### src/rtl/muldiv_sequencer.sv
// -----------------------------------------------------------------------------
// muldiv_sequencer
//
// Issue-side controller for the 8-bit multiplier/divider unit. It accepts one
// arithmetic request at a time and issues it to the unit with a one-cycle
// start pulse. It then waits for the unit's result pulse, or gives up after
// TIMEOUT_CYCLES wait cycles. Finally it writes the result back to the
// register file (quotient and remainder go to two consecutive registers for a
// divide) and records status flags for the CPU.
//
// Parameters
//   TIMEOUT_CYCLES  wait cycles before a timeout is declared (1..255)
//   REG_ADDR_W      register-file address width
//
// Ports
//   clk, rst_n                       clock, asynchronous active-low reset
//   req_valid / req_ready            request handshake (ready only in IDLE)
//   req_multiply, req_a, req_b       operation and operands
//   req_dest                         destination register
//   md_start                         one-cycle start pulse to the unit
//   md_multiply, md_operand_a/b      latched operation and operands
//   md_result, md_remainder          unit results (low result byte is used)
//   md_result_valid                  unit result pulse
//   md_divide_by_zero, md_overflow   unit error flags
//   wb_valid, wb_dest, wb_data       register-file write port
//   done                             one-cycle completion pulse
//   busy                             sequencer not idle
//   flag_overflow/dbz/timeout        status of the last completed operation
//
// Optional feature (macro MULDIV_SEQ_STATS_EN)
//   Adds saturating 16-bit counters stat_ops (every done) and stat_errs
//   (done with any status flag set).
//
// All outputs are registered: each state's actions are computed on the edge
// that enters that state, so an asynchronous reset clears every output
// immediately.
// -----------------------------------------------------------------------------
module muldiv_sequencer #(
    parameter int TIMEOUT_CYCLES = 15,
    parameter int REG_ADDR_W     = 3
) (
    input  logic                  clk,
    input  logic                  rst_n,
    input  logic                  req_valid,
    output logic                  req_ready,
    input  logic                  req_multiply,
    input  logic [7:0]            req_a,
    input  logic [7:0]            req_b,
    input  logic [REG_ADDR_W-1:0] req_dest,
    output logic                  md_start,
    output logic                  md_multiply,
    output logic [7:0]            md_operand_a,
    output logic [7:0]            md_operand_b,
    input  logic [15:0]           md_result,
    input  logic [7:0]            md_remainder,
    input  logic                  md_result_valid,
    input  logic                  md_divide_by_zero,
    input  logic                  md_overflow,
    output logic                  wb_valid,
    output logic [REG_ADDR_W-1:0] wb_dest,
    output logic [7:0]            wb_data,
    output logic                  done,
    output logic                  busy,
    output logic                  flag_overflow,
    output logic                  flag_dbz,
    output logic                  flag_timeout
`ifdef MULDIV_SEQ_STATS_EN
    ,
    output logic [15:0]           stat_ops,
    output logic [15:0]           stat_errs
`endif
);

    typedef enum logic [2:0] {
        S_IDLE,
        S_ISSUE,
        S_WAIT,
        S_WB_Q,
        S_WB_R
    } state_t;

    localparam logic [7:0] TO_LIMIT = 8'(TIMEOUT_CYCLES);

    state_t                  state_q, state_d;
    logic                    mul_q, mul_d;
    logic [7:0]              opa_q, opa_d;
    logic [7:0]              opb_q, opb_d;
    logic [REG_ADDR_W-1:0]   dest_q, dest_d;
    logic [7:0]              cnt_q, cnt_d;
    logic [7:0]              cnt_inc;
    logic [7:0]              rem_q, rem_d;
    logic                    md_start_q, md_start_d;
    logic                    wb_valid_q, wb_valid_d;
    logic [REG_ADDR_W-1:0]   wb_dest_q, wb_dest_d;
    logic [7:0]              wb_data_q, wb_data_d;
    logic                    done_q, done_d;
    logic                    busy_q, busy_d;
    logic                    ready_q, ready_d;
    logic                    f_ovf_q, f_ovf_d;
    logic                    f_dbz_q, f_dbz_d;
    logic                    f_to_q, f_to_d;

    // Only the low result byte is written back.
    logic unused_md_result_hi;
    assign unused_md_result_hi = ^md_result[15:8];

    assign cnt_inc = cnt_q + 8'd1;

    always_comb begin
        state_d    = state_q;
        mul_d      = mul_q;
        opa_d      = opa_q;
        opb_d      = opb_q;
        dest_d     = dest_q;
        cnt_d      = cnt_q;
        rem_d      = rem_q;
        md_start_d = 1'b0;
        wb_valid_d = 1'b0;
        wb_dest_d  = wb_dest_q;
        wb_data_d  = wb_data_q;
        done_d     = 1'b0;
        f_ovf_d    = f_ovf_q;
        f_dbz_d    = f_dbz_q;
        f_to_d     = f_to_q;

        case (state_q)
            S_IDLE: begin
                // ready_q gates acceptance so nothing is taken on the very
                // first edge after reset release.
                if (req_valid && ready_q) begin
                    mul_d      = req_multiply;
                    opa_d      = req_a;
                    opb_d      = req_b;
                    dest_d     = req_dest;
                    md_start_d = 1'b1;
                    state_d    = S_ISSUE;
                end
            end
            S_ISSUE: begin
                cnt_d   = 8'd0;
                state_d = S_WAIT;
            end
            S_WAIT: begin
                cnt_d = cnt_inc;
                // A result arriving on the timeout cycle still wins.
                if (md_result_valid) begin
                    rem_d = md_remainder;
                    if (md_divide_by_zero) begin
                        f_ovf_d = 1'b0;
                        f_dbz_d = 1'b1;
                        f_to_d  = 1'b0;
                        done_d  = 1'b1;
                        state_d = S_IDLE;
                    end else begin
                        wb_valid_d = 1'b1;
                        wb_dest_d  = dest_q;
                        wb_data_d  = md_result[7:0];
                        state_d    = S_WB_Q;
                        // A multiply completes in its single write cycle.
                        if (mul_q) begin
                            f_ovf_d = md_overflow;
                            f_dbz_d = 1'b0;
                            f_to_d  = 1'b0;
                            done_d  = 1'b1;
                        end
                    end
                end else if (cnt_inc == TO_LIMIT) begin
                    f_ovf_d = 1'b0;
                    f_dbz_d = 1'b0;
                    f_to_d  = 1'b1;
                    done_d  = 1'b1;
                    state_d = S_IDLE;
                end
            end
            S_WB_Q: begin
                if (mul_q) begin
                    state_d = S_IDLE;
                end else begin
                    // Remainder goes to the next register, wrapping at the top.
                    wb_valid_d = 1'b1;
                    wb_dest_d  = dest_q + REG_ADDR_W'(1);
                    wb_data_d  = rem_q;
                    f_ovf_d    = 1'b0;
                    f_dbz_d    = 1'b0;
                    f_to_d     = 1'b0;
                    done_d     = 1'b1;
                    state_d    = S_WB_R;
                end
            end
            S_WB_R: begin
                state_d = S_IDLE;
            end
            default: begin
                state_d = S_IDLE;
            end
        endcase

        ready_d = (state_d == S_IDLE);
        busy_d  = (state_d != S_IDLE);
    end

    always_ff @(posedge clk or negedge rst_n) begin
        if (!rst_n) begin
            state_q    <= S_IDLE;
            mul_q      <= 1'b0;
            opa_q      <= 8'd0;
            opb_q      <= 8'd0;
            dest_q     <= '0;
            cnt_q      <= 8'd0;
            rem_q      <= 8'd0;
            md_start_q <= 1'b0;
            wb_valid_q <= 1'b0;
            wb_dest_q  <= '0;
            wb_data_q  <= 8'd0;
            done_q     <= 1'b0;
            busy_q     <= 1'b0;
            ready_q    <= 1'b0;
            f_ovf_q    <= 1'b0;
            f_dbz_q    <= 1'b0;
            f_to_q     <= 1'b0;
        end else begin
            state_q    <= state_d;
            mul_q      <= mul_d;
            opa_q      <= opa_d;
            opb_q      <= opb_d;
            dest_q     <= dest_d;
            cnt_q      <= cnt_d;
            rem_q      <= rem_d;
            md_start_q <= md_start_d;
            wb_valid_q <= wb_valid_d;
            wb_dest_q  <= wb_dest_d;
            wb_data_q  <= wb_data_d;
            done_q     <= done_d;
            busy_q     <= busy_d;
            ready_q    <= ready_d;
            f_ovf_q    <= f_ovf_d;
            f_dbz_q    <= f_dbz_d;
            f_to_q     <= f_to_d;
        end
    end

    assign req_ready     = ready_q;
    assign busy          = busy_q;
    assign md_start      = md_start_q;
    assign md_multiply   = mul_q;
    assign md_operand_a  = opa_q;
    assign md_operand_b  = opb_q;
    assign wb_valid      = wb_valid_q;
    assign wb_dest       = wb_dest_q;
    assign wb_data       = wb_data_q;
    assign done          = done_q;
    assign flag_overflow = f_ovf_q;
    assign flag_dbz      = f_dbz_q;
    assign flag_timeout  = f_to_q;

`ifdef MULDIV_SEQ_STATS_EN
    logic [15:0] stat_ops_q;
    logic [15:0] stat_errs_q;

    // Counted while done is visible, using the flags that accompany it.
    always_ff @(posedge clk or negedge rst_n) begin
        if (!rst_n) begin
            stat_ops_q  <= 16'd0;
            stat_errs_q <= 16'd0;
        end else if (done_q) begin
            if (stat_ops_q != 16'hFFFF) begin
                stat_ops_q <= stat_ops_q + 16'd1;
            end
            if ((f_ovf_q || f_dbz_q || f_to_q) && (stat_errs_q != 16'hFFFF)) begin
                stat_errs_q <= stat_errs_q + 16'd1;
            end
        end
    end

    assign stat_ops  = stat_ops_q;
    assign stat_errs = stat_errs_q;
`endif

endmodule
### config.mk
export PLATFORM = sky130hd
export DESIGN_NAME = muldiv_sequencer
export DESIGN_NICKNAME = d
export VERILOG_FILES = /design/src/rtl/muldiv_sequencer.sv
export SDC_FILE = /design/constraint.sdc
export NUM_CORES = 1
export LEC_CHECK = 0
export CORE_UTILIZATION = 45
export DETAILED_ROUTE_END_ITERATION = 6
export PLACE_DENSITY_LB_ADDON = 0.08
export SLEW_MARGIN = 20
export SYNTH_ARGS = -nofsm -noshare
export SYNTH_HDL_FRONTEND = slang
export SYNTH_SLANG_ARGS = --single-unit
### constraint.sdc
create_clock -name clk -period 2.1 [get_ports clk]
set_input_delay 0.525 -clock clk [delete_from_list [all_inputs] [get_ports clk]]
set_output_delay 0.525 -clock clk [all_outputs]
set_load 0.03 [all_outputs]
==> impl_metrics.yaml <==
status:
  status: "completed"
cts:
  insertion_delay_ns: 0.32
  cts_setup_buffers: 0
  cts-hold-fix-buffers: 0
  clock_path_buffers: 2
  cts_buffers: 9
  cts.clk_slew.worst_paths_ns: 0.07
  htreeDepth: 3
  root_buffer: "clkbuf_8"
  cts.repair.resized: 0
  cts_tree: "yes"
  cts_sinks: 58
floorplan:
  ios: 86
  die_h_um: 77.8
  die_width_um: 77.8
  dieArea_mm2: 0.00605
  rows: 27
  initial_core_util_pct: 46.9
  core_mm2: 0.00551
setup_path:
  rr_worst_depth: 6
  crit_chain: "ha_1 -> xnor2_1 -> nor4b_2 -> and4b_4 -> a221oi_4 -> or3_1"
  cp_slowest_cell: "dfrtp_1"
  cp_num_buf_inv: 0
  path_delay_family: "simple AND/OR/NAND/NOR gates"
  rr_endpoint: "busy$_DFF_PN0_"
  worst_ep_required_time_ns: 2.30
  timing.rr.start: "cnt_q[1]$_DFFE_PN0P_"
  cp-end-kind: "flop"
  crit_start: "cnt_q[1]$_DFFE_PN0P_"
  crit_fanout: 7
  start_kind: "flop"
  regToRegSetupSlack_ns: 0.17
  slowest_delay_ns: 0.45
  critical_path_class: "reg -> reg"
  cp.arrival_ns: 2.13
timing:
  finalSetupViolations: 0
  tns_ns: 0
  finClkSkew_ns: 0.00659
  rsz0062_at_grt: "false"
  max-slew-margin-rel_pct: 68.8
  period_minus_slack_ns: 1.93
  hold_viol: 0
  post-route-period-util_pct: 91.9
  worstMarginPinSlew_ns: 0.469
  setup_ws_ns: 0.171
  drv_slew: 0
  max_freq_mhz: 518
logic_synthesis:
  syn_area_per_cell_um2: 12.4
  synthTopCellsByArea: "dfrtp_1 56%, mux2_2 12%, mux2i_1 4.3%, o21ai_0 4.3%, nand2_1 2.9%"
  syn-cell-area_mm2: 0.00258
  synth_largest_area_cell: "dfrtp_1"
  synth_cells: 209
  synth_seq_cells: 58
  yosys.cell_types.count: 45
  yosysSeqAreaShare_pct: 56.1
  synth_top_area_share_pct: 56.1
  synth_nets: 262
  yosys_warnings: 0
drt:
  drc: 0
  via_per_inst: 5.07
  firstDrtPassIters: 4
  vias: 1918
  antenna_left: 0
  drtIter0Drc: 109
  wl_per_cell_um: 14.2
  wl_um: 5380
place:
  placedCellCount: 362
  place_congestion: 0.753
  post-dp-hpwl_um: 3730
  pre_cts_ws_ns: 0.0290
  placement.io_buffers: 77
cells_and_area:
  area_growth_pct: 46.0
  num-nets-final: 354
  stdcell_count: 378
  drive_above_1_share_pct: 22.2
  diodes: 0
global_routing:
  grt_pass1_wl_um: 9200
  grt_pass1_vias: 2027
  antenna_found_initial: 0
  grt_overflow_total: 0
  grt_max_degree: 41
  gr-usage-all-layers_pct: 20.1
hold_path:
  min_path_type: "in -> async"
power:
  p_leak_nw: 1.68
  max-vdd-ir-drop_mv: 0.934
  powerDensity_mw_per_mm2: 1510
  power_w: 0.00570
run:
  maxCapViolCount: 0
## synthesized netlist by cell type
library cell	count
nand4_2	1
and4_1	1
a22oi_1	2
or3_1	2
xor2_1	4
and3_2	1
inv_1	6
xnor2_1	2
nor2_1	6
nand3b_1	1
a21boi_1	1
and2b_1	1
nor2_2	1
o21ai_0	22
dfrtp_1	58
buf_2	4
nand4_1	1
nor4b_2	1
or3_4	1
nand2_1	20
o41ai_2	1
mux2i_1	11
clkbuf_1	2
nor3b_1	1
clkbuf_8	1
nor3_1	2
a31oi_1	1
nand2b_1	2
a21oi_1	1
nor2b_2	1
ha_1	3
and4b_4	1
o31a_1	1
o211ai_1	1
nor4_1	1
and3_4	1
buf_6	1
o21bai_1	1
o31ai_1	1
nor2b_1	1
or2b_2	1
a22o_1	2
mux2_2	28
nand3_1	6
a221oi_4	1
## cell usage in the layout (no fill, tap or decap), drive strengths merged, types with 2 or more instances in the layout
| master | n |
|---|---|
| or3 | 3 |
| nor2b | 2 |
| bufinv | 3 |
| ha | 3 |
| and3 | 2 |
| nor2 | 7 |
| clkbuf | 12 |
| xor2 | 4 |
| o21ai | 22 |
| nand2 | 20 |
| inv | 6 |
| a22oi | 2 |
| a22o | 2 |
| xnor2 | 2 |
| buf | 13 |
| nor3 | 2 |
| nand3 | 6 |
| mux2i | 11 |
| dfrtp | 58 |
| clkdlybuf4s50 | 75 |
| nand4 | 2 |
| mux2 | 28 |
| nand2b | 2 |
## flip-flops by register name (all words and copies together) (netlist names), 3 cells and up
name and count:
cnt_q 8, md_operand_a 8, md_operand_b 8, rem_q 8
wb_data 8, dest_q 3, state_q 3, wb_dest 3
## cells by family after synthesis
kind of cell	Yosys count	synth area share (%)
AOI/OAI and AO/OA	35	9.10
adders and majority gates	3	1.45
xor gates and xnor gates	6	2.03
muxes	39	16.5
buffers and inverters	14	2.90
and+or+nand+nor	54	11.9
DFF	58	56.1
## power breakdown
part	internal, W	switching, W
Combinational	0.00121	0.00132
Clock	0.000854	0.000434
Sequential	0.00159	0.000297
Total	0.00365	0.00205
## cell type report
cell class | count | area (um2)
clock buffers | 12 | 155
clock inverters | 4 | 97.6
fillers | 429 | 1730
inverters | 6 | 22.5
multi-input cells | 137 | 1060
flip-flops and latches | 58 | 1450
well taps | 72 | 90.1
repair buffers | 89 | 896
## worst max-delay path by stage
stage	depth (start not counted)	slack (ns)	to
after global routing	6	0.08	busy$_DFF_PN0_
final	6	0.17	busy$_DFF_PN0_
after floorplan	6	0.30	busy$_DFF_PN0_
after global placement	6	0.02	busy$_DFF_PN0_
after detailed placement	6	0.03	busy$_DFF_PN0_
after CTS	1	0.01	md_multiply
## metrics by stage
step,hold slack (ns),area (um2),utilization [%]
3_5_place_dp,0.469,3520,63.9
4_1_cts,0.146,3770,68.5
2_1_floorplan,0.229,2580,-
5_1_grt,0.156,3770,68.5
3_3_place_gp,0.459,3520,63.9
6_report,0.148,3770,68.5
## layer usage
metal	vias to the layer above	share of wire, %	global-route usage, %
met5	-	0	0
met4	0	1.5	9.06
met3	10	5.4	5.41
met2	53	48	33.2
met1	927	46	24.5
li1	928	-	-
No activity file was read; power rests on OpenSTA's default activity.
